===== src/rtl/alu_wide_sequencer_if.sv =====
// alu_wide_sequencer bus definitions.
// alu_wide_sequencer_pkg : 8-bit ALU opcode encoding shared by the sequencer and its environment.
// alu_wide_sequencer_if  : control-unit request/response handshake plus the ALU operand/result wires.
//   slave  : the sequencer's view (serves requests, drives the ALU inputs).
//   master : the environment's view (control unit issuing requests, ALU returning results).
package alu_wide_sequencer_pkg;
  typedef enum logic [3:0] {
    kADD  = 4'd0,
    kXOR  = 4'd1,
    kAND  = 4'd2,
    kCOMP = 4'd3
  } alu_op_e;
endpackage

interface alu_wide_sequencer_if #(
  parameter int W_DATA = 16,
  parameter int W_ALU  = 8
);
  logic              req_valid;
  logic              req_ready;
  logic [2:0]        req_op;
  logic [W_DATA-1:0] req_a;
  logic [W_DATA-1:0] req_b;

  logic              rsp_valid;
  logic              rsp_ready;
  logic [W_DATA-1:0] rsp_result;
  logic              rsp_zero;
  logic              rsp_greater;
  logic              rsp_carry;
  logic              rsp_err;

  logic [W_ALU-1:0]  alu_a;
  logic [W_ALU-1:0]  alu_b;
  logic [3:0]        alu_op;
  logic              alu_sc_in;
  logic [W_ALU-1:0]  alu_out;
  logic              alu_zero;
  logic              alu_greater;

  modport slave (
    input  req_valid, req_op, req_a, req_b, rsp_ready, alu_out, alu_zero, alu_greater,
    output req_ready, rsp_valid, rsp_result, rsp_zero, rsp_greater, rsp_carry, rsp_err,
           alu_a, alu_b, alu_op, alu_sc_in
  );

  modport master (
    output req_valid, req_op, req_a, req_b, rsp_ready, alu_out, alu_zero, alu_greater,
    input  req_ready, rsp_valid, rsp_result, rsp_zero, rsp_greater, rsp_carry, rsp_err,
           alu_a, alu_b, alu_op, alu_sc_in
  );
endinterface


===== src/rtl/alu_wide_sequencer.sv =====
// alu_wide_sequencer: runs 16-bit ADD/XOR/AND/COMP (and optionally SUB) as two
// byte passes (low then high) over an external 8-bit combinational ALU, chaining
// the carry between the passes. One transaction in flight; no overlap.
// Optional feature macro: SEQ_SUB_EN -- REQ_OP=4 becomes SUB (A + ~B + 1);
// without it op 4 is reported as illegal and no operand inversion exists.
module alu_wide_sequencer #(
  parameter int W_DATA = 16          // must be twice the 8-bit ALU width
) (
  input  logic               clk,
  input  logic               rst_n,
  alu_wide_sequencer_if.slave bus
);
  import alu_wide_sequencer_pkg::*;

  localparam int W_ALU = W_DATA / 2;

  typedef enum logic [1:0] {IDLE, LO, HI, DONE} state_e;

  typedef struct packed {
    logic [2:0]        op;
    logic [W_DATA-1:0] a;
    logic [W_DATA-1:0] b;   // already inverted for SUB
  } req_t;

  state_e            state;
  req_t              req;
  logic [W_ALU-1:0]  res_lo;
  logic              z_lo, g_lo;

  // registered outputs
  logic              req_ready_q;
  logic              rsp_valid_q, rsp_zero_q, rsp_greater_q, rsp_carry_q, rsp_err_q;
  logic [W_DATA-1:0] rsp_result_q;
  logic [W_ALU-1:0]  alu_a_q, alu_b_q;
  logic [3:0]        alu_op_q;
  logic              alu_sc_in_q;

  assign bus.req_ready   = req_ready_q;
  assign bus.rsp_valid   = rsp_valid_q;
  assign bus.rsp_result  = rsp_result_q;
  assign bus.rsp_zero    = rsp_zero_q;
  assign bus.rsp_greater = rsp_greater_q;
  assign bus.rsp_carry   = rsp_carry_q;
  assign bus.rsp_err     = rsp_err_q;
  assign bus.alu_a       = alu_a_q;
  assign bus.alu_b       = alu_b_q;
  assign bus.alu_op      = alu_op_q;
  assign bus.alu_sc_in   = alu_sc_in_q;

  // Effective B operand and low-pass carry-in: SUB feeds ~B with carry-in 1.
  logic [W_DATA-1:0] req_b_eff;
  logic              lo_cin;
`ifdef SEQ_SUB_EN
  assign req_b_eff = (bus.req_op == 3'd4) ? ~bus.req_b : bus.req_b;
  assign lo_cin    = (bus.req_op == 3'd4);
`else
  assign req_b_eff = bus.req_b;
  assign lo_cin    = 1'b0;
`endif

  function automatic logic legal(input logic [2:0] op);
`ifdef SEQ_SUB_EN
    return op <= 3'd4;
`else
    return op <= 3'd3;
`endif
  endfunction

  // ops whose carry chains across the passes and is reported
  function automatic logic carry_op(input logic [2:0] op);
    return (op == 3'd0) || (op == 3'd4);
  endfunction

  function automatic logic [3:0] map_op(input logic [2:0] op);
    case (op)
      3'd0:    return kADD;
      3'd1:    return kXOR;
      3'd2:    return kAND;
      3'd3:    return kCOMP;
      3'd4:    return kADD;
      default: return kAND;
    endcase
  endfunction

  // Carry out of the byte currently on the ALU inputs; the ALU's own SC_OUT is not trusted.
  function automatic logic carry8(input logic [W_ALU-1:0] a, input logic [W_ALU-1:0] b,
                                  input logic cin);
    logic [W_ALU:0] s;
    s = {1'b0, a} + {1'b0, b} + {{W_ALU{1'b0}}, cin};
    return s[W_ALU];
  endfunction

  logic              pass_carry;
  logic [W_DATA-1:0] res_full;
  assign pass_carry = carry8(alu_a_q, alu_b_q, alu_sc_in_q);
  assign res_full   = {bus.alu_out, res_lo};

  // Sequencer FSM: accept, low pass, high pass, hold response until consumed.
  always_ff @(posedge clk or negedge rst_n) begin
    if (!rst_n) begin
      state         <= IDLE;
      req           <= '0;
      res_lo        <= '0;
      z_lo          <= 1'b0;
      g_lo          <= 1'b0;
      req_ready_q   <= 1'b1;
      rsp_valid_q   <= 1'b0;
      rsp_result_q  <= '0;
      rsp_zero_q    <= 1'b0;
      rsp_greater_q <= 1'b0;
      rsp_carry_q   <= 1'b0;
      rsp_err_q     <= 1'b0;
      alu_a_q       <= '0;
      alu_b_q       <= '0;
      alu_op_q      <= kAND;
      alu_sc_in_q   <= 1'b0;
    end else begin
      case (state)
        IDLE: begin
          if (bus.req_valid && req_ready_q) begin
            req         <= '{op: bus.req_op, a: bus.req_a, b: req_b_eff};
            req_ready_q <= 1'b0;
            state       <= LO;
            // illegal ops leave the ALU inputs at their idle values
            if (legal(bus.req_op)) begin
              alu_a_q     <= bus.req_a[W_ALU-1:0];
              alu_b_q     <= req_b_eff[W_ALU-1:0];
              alu_op_q    <= map_op(bus.req_op);
              alu_sc_in_q <= lo_cin;
            end
          end
        end
        LO: begin
          if (!legal(req.op)) begin
            state         <= DONE;
            rsp_valid_q   <= 1'b1;
            rsp_result_q  <= '0;
            rsp_zero_q    <= 1'b0;
            rsp_greater_q <= 1'b0;
            rsp_carry_q   <= 1'b0;
            rsp_err_q     <= 1'b1;
          end else begin
            res_lo      <= bus.alu_out;
            z_lo        <= bus.alu_zero;
            g_lo        <= bus.alu_greater;
            alu_a_q     <= req.a[W_DATA-1:W_ALU];
            alu_b_q     <= req.b[W_DATA-1:W_ALU];
            alu_sc_in_q <= carry_op(req.op) & pass_carry;
            state       <= HI;
          end
        end
        HI: begin
          state       <= DONE;
          rsp_valid_q <= 1'b1;
          rsp_err_q   <= 1'b0;
          if (req.op == 3'd3) begin
            // high byte decides unless equal, then low byte decides
            rsp_result_q  <= '0;
            rsp_carry_q   <= 1'b0;
            rsp_zero_q    <= bus.alu_zero & z_lo;
            rsp_greater_q <= bus.alu_greater | (bus.alu_zero & g_lo);
          end else begin
            rsp_result_q  <= res_full;
            rsp_zero_q    <= (res_full == '0);
            rsp_greater_q <= 1'b0;
            rsp_carry_q   <= carry_op(req.op) & pass_carry;
          end
          alu_a_q     <= '0;
          alu_b_q     <= '0;
          alu_op_q    <= kAND;
          alu_sc_in_q <= 1'b0;
        end
        DONE: begin
          if (bus.rsp_ready) begin
            rsp_valid_q <= 1'b0;
            req_ready_q <= 1'b1;
            state       <= IDLE;
          end
        end
        default: state <= IDLE;
      endcase
    end
  end
endmodule


===== src/flat_wrapper.sv =====
// flat-port wrapper written by rule: the top's interface ports become plain ports
module alu_wide_sequencer_flat import alu_wide_sequencer_pkg::*;
#(
  parameter int W_DATA = 16                                              
)
  (clk, rst_n, bus_req_valid, bus_req_op, bus_req_a, bus_req_b, bus_rsp_ready, bus_alu_out, bus_alu_zero, bus_alu_greater, bus_req_ready, bus_rsp_valid, bus_rsp_result, bus_rsp_zero, bus_rsp_greater, bus_rsp_carry, bus_rsp_err, bus_alu_a, bus_alu_b, bus_alu_op, bus_alu_sc_in);
  alu_wide_sequencer_if #(.W_DATA(W_DATA)) bus_i ();
  input  logic clk;
  input  logic rst_n;
  input wire logic [$bits(bus_i.req_valid)-1:0] bus_req_valid;
  input wire logic [$bits(bus_i.req_op)-1:0] bus_req_op;
  input wire logic [$bits(bus_i.req_a)-1:0] bus_req_a;
  input wire logic [$bits(bus_i.req_b)-1:0] bus_req_b;
  input wire logic [$bits(bus_i.rsp_ready)-1:0] bus_rsp_ready;
  input wire logic [$bits(bus_i.alu_out)-1:0] bus_alu_out;
  input wire logic [$bits(bus_i.alu_zero)-1:0] bus_alu_zero;
  input wire logic [$bits(bus_i.alu_greater)-1:0] bus_alu_greater;
  output wire logic [$bits(bus_i.req_ready)-1:0] bus_req_ready;
  output wire logic [$bits(bus_i.rsp_valid)-1:0] bus_rsp_valid;
  output wire logic [$bits(bus_i.rsp_result)-1:0] bus_rsp_result;
  output wire logic [$bits(bus_i.rsp_zero)-1:0] bus_rsp_zero;
  output wire logic [$bits(bus_i.rsp_greater)-1:0] bus_rsp_greater;
  output wire logic [$bits(bus_i.rsp_carry)-1:0] bus_rsp_carry;
  output wire logic [$bits(bus_i.rsp_err)-1:0] bus_rsp_err;
  output wire logic [$bits(bus_i.alu_a)-1:0] bus_alu_a;
  output wire logic [$bits(bus_i.alu_b)-1:0] bus_alu_b;
  output wire logic [$bits(bus_i.alu_op)-1:0] bus_alu_op;
  output wire logic [$bits(bus_i.alu_sc_in)-1:0] bus_alu_sc_in;
  assign bus_i.req_valid = bus_req_valid;
  assign bus_i.req_op = bus_req_op;
  assign bus_i.req_a = bus_req_a;
  assign bus_i.req_b = bus_req_b;
  assign bus_i.rsp_ready = bus_rsp_ready;
  assign bus_i.alu_out = bus_alu_out;
  assign bus_i.alu_zero = bus_alu_zero;
  assign bus_i.alu_greater = bus_alu_greater;
  assign bus_req_ready = bus_i.req_ready;
  assign bus_rsp_valid = bus_i.rsp_valid;
  assign bus_rsp_result = bus_i.rsp_result;
  assign bus_rsp_zero = bus_i.rsp_zero;
  assign bus_rsp_greater = bus_i.rsp_greater;
  assign bus_rsp_carry = bus_i.rsp_carry;
  assign bus_rsp_err = bus_i.rsp_err;
  assign bus_alu_a = bus_i.alu_a;
  assign bus_alu_b = bus_i.alu_b;
  assign bus_alu_op = bus_i.alu_op;
  assign bus_alu_sc_in = bus_i.alu_sc_in;
  alu_wide_sequencer #(.W_DATA(W_DATA)) u_core (.clk(clk), .rst_n(rst_n), .bus(bus_i));
endmodule

===== config.mk =====
export PLATFORM = sky130hd
export DESIGN_NAME = alu_wide_sequencer_flat
export DESIGN_NICKNAME = d
export VERILOG_FILES = /design/src/rtl/alu_wide_sequencer_if.sv /design/src/rtl/alu_wide_sequencer.sv /design/src/flat_wrapper.sv
export SDC_FILE = /design/constraint.sdc
export NUM_CORES = 1
export LEC_CHECK = 0
export BUFFER_PORTS_ARGS = -buffer_cell sky130_fd_sc_hd__buf_2
export CORE_MARGIN = 4
export CORE_UTILIZATION = 56
export DETAILED_ROUTE_END_ITERATION = 6
export HOLD_SLACK_MARGIN = 0.08
export PLACE_DENSITY = 0.85
export SETUP_SLACK_MARGIN = 0.5
export SLEW_MARGIN = 15
export SYNTH_ARGS = -nofsm -noshare
export SYNTH_HDL_FRONTEND = slang
export SYNTH_SLANG_ARGS = --single-unit

===== constraint.sdc =====
create_clock -name clk -period 5.1 [get_ports clk]
set_input_delay 0.51 -clock clk [delete_from_list [all_inputs] [get_ports clk]]
set_output_delay 0.51 -clock clk [all_outputs]
set_load 0.02 [all_outputs]

Word level (Yosys, flattened, before mapping)
Cells that the tools add are included.
Word-level totals
  output and inout port bits: 43
  input port bits: 49
  flip-flop bits (word level): 90
Operators by class
  add/sub/neg operators: 2
  bitwise logic cells: 4
  eq/ne operators: 13
  reductions and logical operators: 20
  magnitude comparators: 2
  muxes and demuxes: 37
Operator list (number)
  2-to-1 mux 8 bit: 6
  one-hot mux 8 bit (3 select lines): 2
  2-to-1 mux 16 bit: 2
  one-hot mux 16 bit (2 select lines): 1
  zero test 16 bit: 1
  2-to-1 mux 1 bit: 12
  one-hot mux 1 bit (2 select lines): 5
  adder 8 x 8 -> 9 bit: 1
  adder 9 x 1 -> 9 bit: 1
  AND reduction 3 bit: 3
  2-to-1 mux 4 bit: 2
  one-hot mux 2 bit (4 select lines): 1
  one-hot mux 4 bit (2 select lines): 1
  AND reduction 2 bit: 4
  equality test 3 x 2 -> 1 bit, second input constant: 2
  equality test 3 bit, second input constant: 2
  <= comparator 3 x 2 -> 1 bit, second input constant: 2
  zero test 3 bit: 2
  != test 2 x 1 -> 1 bit, second input constant: 3
  one-hot mux 1 bit (3 select lines): 2
  one-hot mux 2 bit (3 select lines): 1
  nonzero test 2 bit: 3
  nonzero test 3 bit: 2
  equality test 2 bit, second input constant: 2
  11 further kinds: 15

Depth between registers and ports, before layout
  depth in word-level cells: 6
  gate-level depth with buffers: 8

Worst setup path after synthesis
No wires, ideal clock.
  path kind: reg-to-reg
  from: register u_core.state[0]
  to: register u_core.alu_a_q[4] (netlist: u_core.bus.alu_a[4])
  period minus slack after synthesis: 1690 ps
  arrival: 1564 ps
  path buffers: 2
  stages on the path, launching flop included: 8
  library setup time: 126 ps
  required time: 4974 ps
  setup slack: 3410 ps
  path through: dfrtp_1 > inv_1 > ha_1 > and4b_1 > buf_6 > o21ai_4 > buf_4 > o21ai_0
On the way
  longest elaborated chain between the ends: 3
Ends and longest elaborated chain
  from (decl): line alu_wide_sequencer.sv:25  | state_e state;
  from (signal assigned): line alu_wide_sequencer.sv:101  | state <= IDLE;
  from (signal assigned): line alu_wide_sequencer.sv:123  | state <= LO;
  from (signal assigned): line alu_wide_sequencer.sv:135  | state <= DONE;
  equality test 2 x 1 -> 1 bit (tied with other cells): line alu_wide_sequencer.sv:118  | case (state)
  != test 2 x 1 -> 1 bit (no line) or nonzero test 3 bit (tied branches)
  AND reduction 4 bit (no line)
  to (signal assigned): line alu_wide_sequencer.sv:126  | alu_a_q <= bus.req_a[W_ALU-1:0];
  to (signal assigned): line alu_wide_sequencer.sv:146  | alu_a_q <= req.a[W_DATA-1:W_ALU];
  to (decl): line alu_wide_sequencer.sv:34  | logic [W_ALU-1:0] alu_a_q, alu_b_q;
Parallel ways exist; a longest one is shown, timed or not.
A chain may end at the register's enable or synchronous reset.

Worst setup path after layout
  from: register u_core.state[0]
  to: register u_core.alu_sc_in_q (netlist: u_core.bus.alu_sc_in)
On the way
  longest elaborated chain between the ends: 3
Ends and longest elaborated chain
  equality test 2 x 1 -> 1 bit (tied with other cells): line alu_wide_sequencer.sv:118
  != test 2 x 1 -> 1 bit (no line) or nonzero test 3 bit (tied branches)
  AND reduction 4 bit (no line)
  to (signal assigned): line alu_wide_sequencer.sv:129  | alu_sc_in_q <= lo_cin;
  to (signal assigned): line alu_wide_sequencer.sv:148  | alu_sc_in_q <= carry_op(req.op) & pass_carry;
  to (decl): line alu_wide_sequencer.sv:36  | logic alu_sc_in_q;
Parallel ways exist; a longest one is shown, timed or not.

==> flow_metrics.env <==
export IMPL_fin_crit_ns=2.39
export IMPL_routed_wl_mm=7.04
export IMPL_path_clk_slew_ns=0.08
export IMPL_worstSetupPathType="reg2reg"
export IMPL_regArea_mm2=0.00180
export IMPL_crit_slowest_cell="o21ai_4"
export IMPL_tns_ns=0
export IMPL_finalClockSkew_ns=0.0112
export IMPL_cts_sinks=72
export IMPL_tightest_slew_ns=0.897
export IMPL_cp_start_kind="flop"
export IMPL_core_rowCount=27
export IMPL_cp_num_buf_inv=1
export IMPL_worstPathArrival_ns=2.61
export IMPL_post_route_util=0.705
export IMPL_ys_seq_elements=72
export IMPL_syn_cell_area_mm2=0.00329
export IMPL_drt_wirelength_per_cell_um=15.2
export IMPL_cap_violations=0
export IMPL_end_kind="flop"
export IMPL_critPathTopFamily="compound AO/OA/AOI/OAI gates"
export IMPL_multi_input_area_mm2=0.00136
export IMPL_hp_class="in2async"
export IMPL_grt_usage=0.205
export IMPL_drt_first_pass_iters=4
export IMPL_ios=92
export IMPL_dieArea_mm2=0.00716
export IMPL_pre_cts_ws_ns=2.73
export IMPL_finalNonFillerCells=463
export IMPL_power_density_mw_per_mm2=673
export IMPL_nNetsFinal=448
export IMPL_syn_to_final_growth_pct=20.3
export IMPL_cts_tree="yes"
export IMPL_port_buffer_count=89
export IMPL_outcome="complete, no violations"
export IMPL_via_count=2463
export IMPL_gp_congestion=0.781
export IMPL_cts_max_level=3
export IMPL_core_area_mm2=0.00561
export IMPL_grt_pass1_wl_mm=11.7
export IMPL_fp_dieW_um=84.6
export IMPL_diodes=0
export IMPL_cp_max_fo=34
export IMPL_period_share=0.468
export IMPL_synth_flop_cell="dfrtp_1"
export IMPL_slew_headroom=0.402
export IMPL_clk_insertion_delay_late_ns=0.34
export IMPL_synth_avg_cell_area_um2=10.9
export IMPL_worst_hold_slack_ns=0.368
export IMPL_r2r_end="u_core.bus.alu_sc_in$_DFFE_PN0P_"
export IMPL_p_leak_uw=0.00200
export IMPL_drt_first_iter_violations=123
export IMPL_start_util=0.586
export IMPL_crit_path_max_incr_delay_ns=0.58
export IMPL_grt_max_degree=73
export IMPL_viasPerCell=5.32
export IMPL_cts_buffers=9
export IMPL_antenna_found_initial=0
export IMPL_max_freq_mhz=419
export IMPL_ys_seq_area_frac=0.549
export IMPL_finalSetupViolCount=0
export IMPL_first_global_vias=2432
export IMPL_slew_viol_final=0
export IMPL_synthArstFlopShare=1.00
export IMPL_cts_hold_buf=0
export IMPL_r2r_start="u_core.state[0]$_DFFE_PN0P_"
export IMPL_ir_worst_vdd_mv=0.358
export IMPL_cts_root_buf="clkbuf_8"
export IMPL_synth_cell_types=41
export IMPL_cp_cell_sequence="inv_1, ha_1, nor2b_1, o21ai_4, mux2i_1, a21oi_1"
export IMPL_cp_required_ns=5.32
export IMPL_detail_route_antenna_nets=0
export IMPL_cts_buffer_depth=2
export IMPL_setup_ws_ns=2.71
export IMPL_hold_viol_final=0
export IMPL_yosys_warnings=0
export IMPL_reg2regPathDepth=6
export IMPL_drc_errors=0
export IMPL_die_y_um=84.6
export IMPL_cts_resized=0
export IMPL_grt_overflow=0
export IMPL_synthCells=301
export IMPL_dp_cells=447
export IMPL_rsz0062_at_grt="false"
export IMPL_regToRegSetupSlack_ns=2.71
export IMPL_final_layout_size_suffix_gt1_frac=0.335
export IMPL_cts_setup_buffers=0
export IMPL_nFillCells=457
export IMPL_synth_edf_count=0
export IMPL_hpwl_mm=4.98
-- kinds of logic (layout without fill, tap and decap cells) --
logic type | after synthesis | count (layout) | synth area share
and+or+nand+nor | 91 | 91 | 0.134
DFF | 72 | 72 | 0.549
other | 1 | 2 | 0.00114
adders and majority gates | 13 | 13 | 0.0495
AOI/OAI and AO/OA | 79 | 79 | 0.153
muxes | 22 | 22 | 0.0746
buffers and inverters | 23 | 112 | 0.0392
-- sequential cells by signal (all words and copies together) (netlist names) --
register and flops:
u_core.bus.alu_op 2, u_core.bus.rsp_zero 1, u_core.res_lo 8, u_core.bus.alu_b 8, u_core.bus.rsp_valid 1, u_core.req 19
u_core.g_lo 1, u_core.bus.rsp_err 1, u_core.bus.alu_a 8, u_core.bus.req_ready 1, u_core.bus.alu_sc_in 1, u_core.z_lo 1
u_core.bus.rsp_result 16, u_core.state 2, u_core.bus.rsp_greater 1, u_core.bus.rsp_carry 1
-- per-stage QoR --
| stage | area [um^2] | power, uW |
|---|---|---|
| 6_report | 3960 | 2660 |
| 5_1_grt | 3960 | 2870 |
| 4_1_cts | 3960 | 2690 |
| 3_5_place_dp | 3730 | 2170 |
| 3_3_place_gp | 3730 | 2110 |
| 2_1_floorplan | 3290 | 1890 |
-- worst max-delay path by stage --
| stage | endpoint | cells past startpoint | startpoint |
|---|---|---|---|
| 6_report | u_core.bus.alu_sc_in$_DFFE_PN0P_ | 6 | u_core.state[0]$_DFFE_PN0P_ |
| 2_1_floorplan | u_core.bus.alu_a[4]$_DFFE_PN0P_ | 7 | u_core.state[0]$_DFFE_PN0P_ |
| 4_1_cts | u_core.bus.alu_sc_in$_DFFE_PN0P_ | 6 | u_core.state[0]$_DFFE_PN0P_ |
| 3_5_place_dp | u_core.bus.alu_sc_in$_DFFE_PN0P_ | 6 | u_core.state[0]$_DFFE_PN0P_ |
| 3_3_place_gp | u_core.bus.alu_sc_in$_DFFE_PN0P_ | 6 | u_core.state[0]$_DFFE_PN0P_ |
| 5_1_grt | u_core.bus.alu_sc_in$_DFFE_PN0P_ | 6 | u_core.state[0]$_DFFE_PN0P_ |
-- power by group --
part	internal, uW	total, uW	switching, uW
Clock	290	509	219
Sequential	823	996	173
Combinational	450	1160	709
-- synthesized netlist by cell type, types with 2 or more instances --
cell / instances / area, um^2
o31ai_1: 2 / 15.0
nor4_1: 4 / 25.0
o21ai_1: 4 / 20.0
inv_1: 6 / 22.5
ha_1: 13 / 163
a21oi_1: 26 / 130
o2111ai_1: 2 / 17.5
o21ai_0: 19 / 95.1
nand4_1: 2 / 12.5
nand2_1: 52 / 195
mux2_2: 20 / 225
clkbuf_1: 4 / 15.0
mux2i_1: 2 / 20.0
nor2b_1: 18 / 113
nor2_1: 5 / 18.8
buf_4: 3 / 22.5
dfrtp_1: 70 / 1750
dfstp_2: 2 / 52.6
buf_2: 6 / 30.0
buf_6: 3 / 33.8
a22o_1: 17 / 149
nand3_1: 2 / 10.0
-- worst register-to-register path, cell delays in order, from the launching register on --
cell	delay, ns
dfrtp_1	0.44
inv_1	0.11
ha_1	0.54
nor2b_1	0.26
o21ai_4	0.58
mux2i_1	0.28
a21oi_1	0.06
-- routing by layer --
| metal | vias to the layer above | global-route usage | part of all wire |
|---|---|---|---|
| li1 | 1226 | - | - |
| met3 | 14 | 0.0491 | 0.069 |
| met1 | 1148 | 0.268 | 0.44 |
| met5 | - | 0 | 0 |
| met2 | 75 | 0.330 | 0.48 |
| met4 | 0 | 0.0863 | 0.017 |
-- placed cells by master (no fill, tap or decap), types with 2 or more instances in the layout --
cell type,count
nor4_1,4
o21ai_1,4
mux2i_1,2
nand2_1,52
nor2_1,5
a22o_1,17
clkbuf_8,10
o21ai_0,19
inv_1,6
o31ai_1,2
nand4_1,2
dfstp_2,2
ha_1,13
nor2b_1,18
o2111ai_1,2
dfrtp_1,70
conb_1,2
mux2_2,20
nand3_1,2
buf_2,89
bufinv_16,2
a21oi_1,26
-- cell type report --
type	instances	share of cell area
Clock inverter	6	0.0228
Clock buffer	10	0.0348
Timing Repair Buffer	90	0.114
Inverter	6	0.00569
Sequential cell	72	0.456
Multi-Input combinational cell	207	0.343
Tap cell	72	0.0228
No activity file was read; power rests on OpenSTA's default activity.
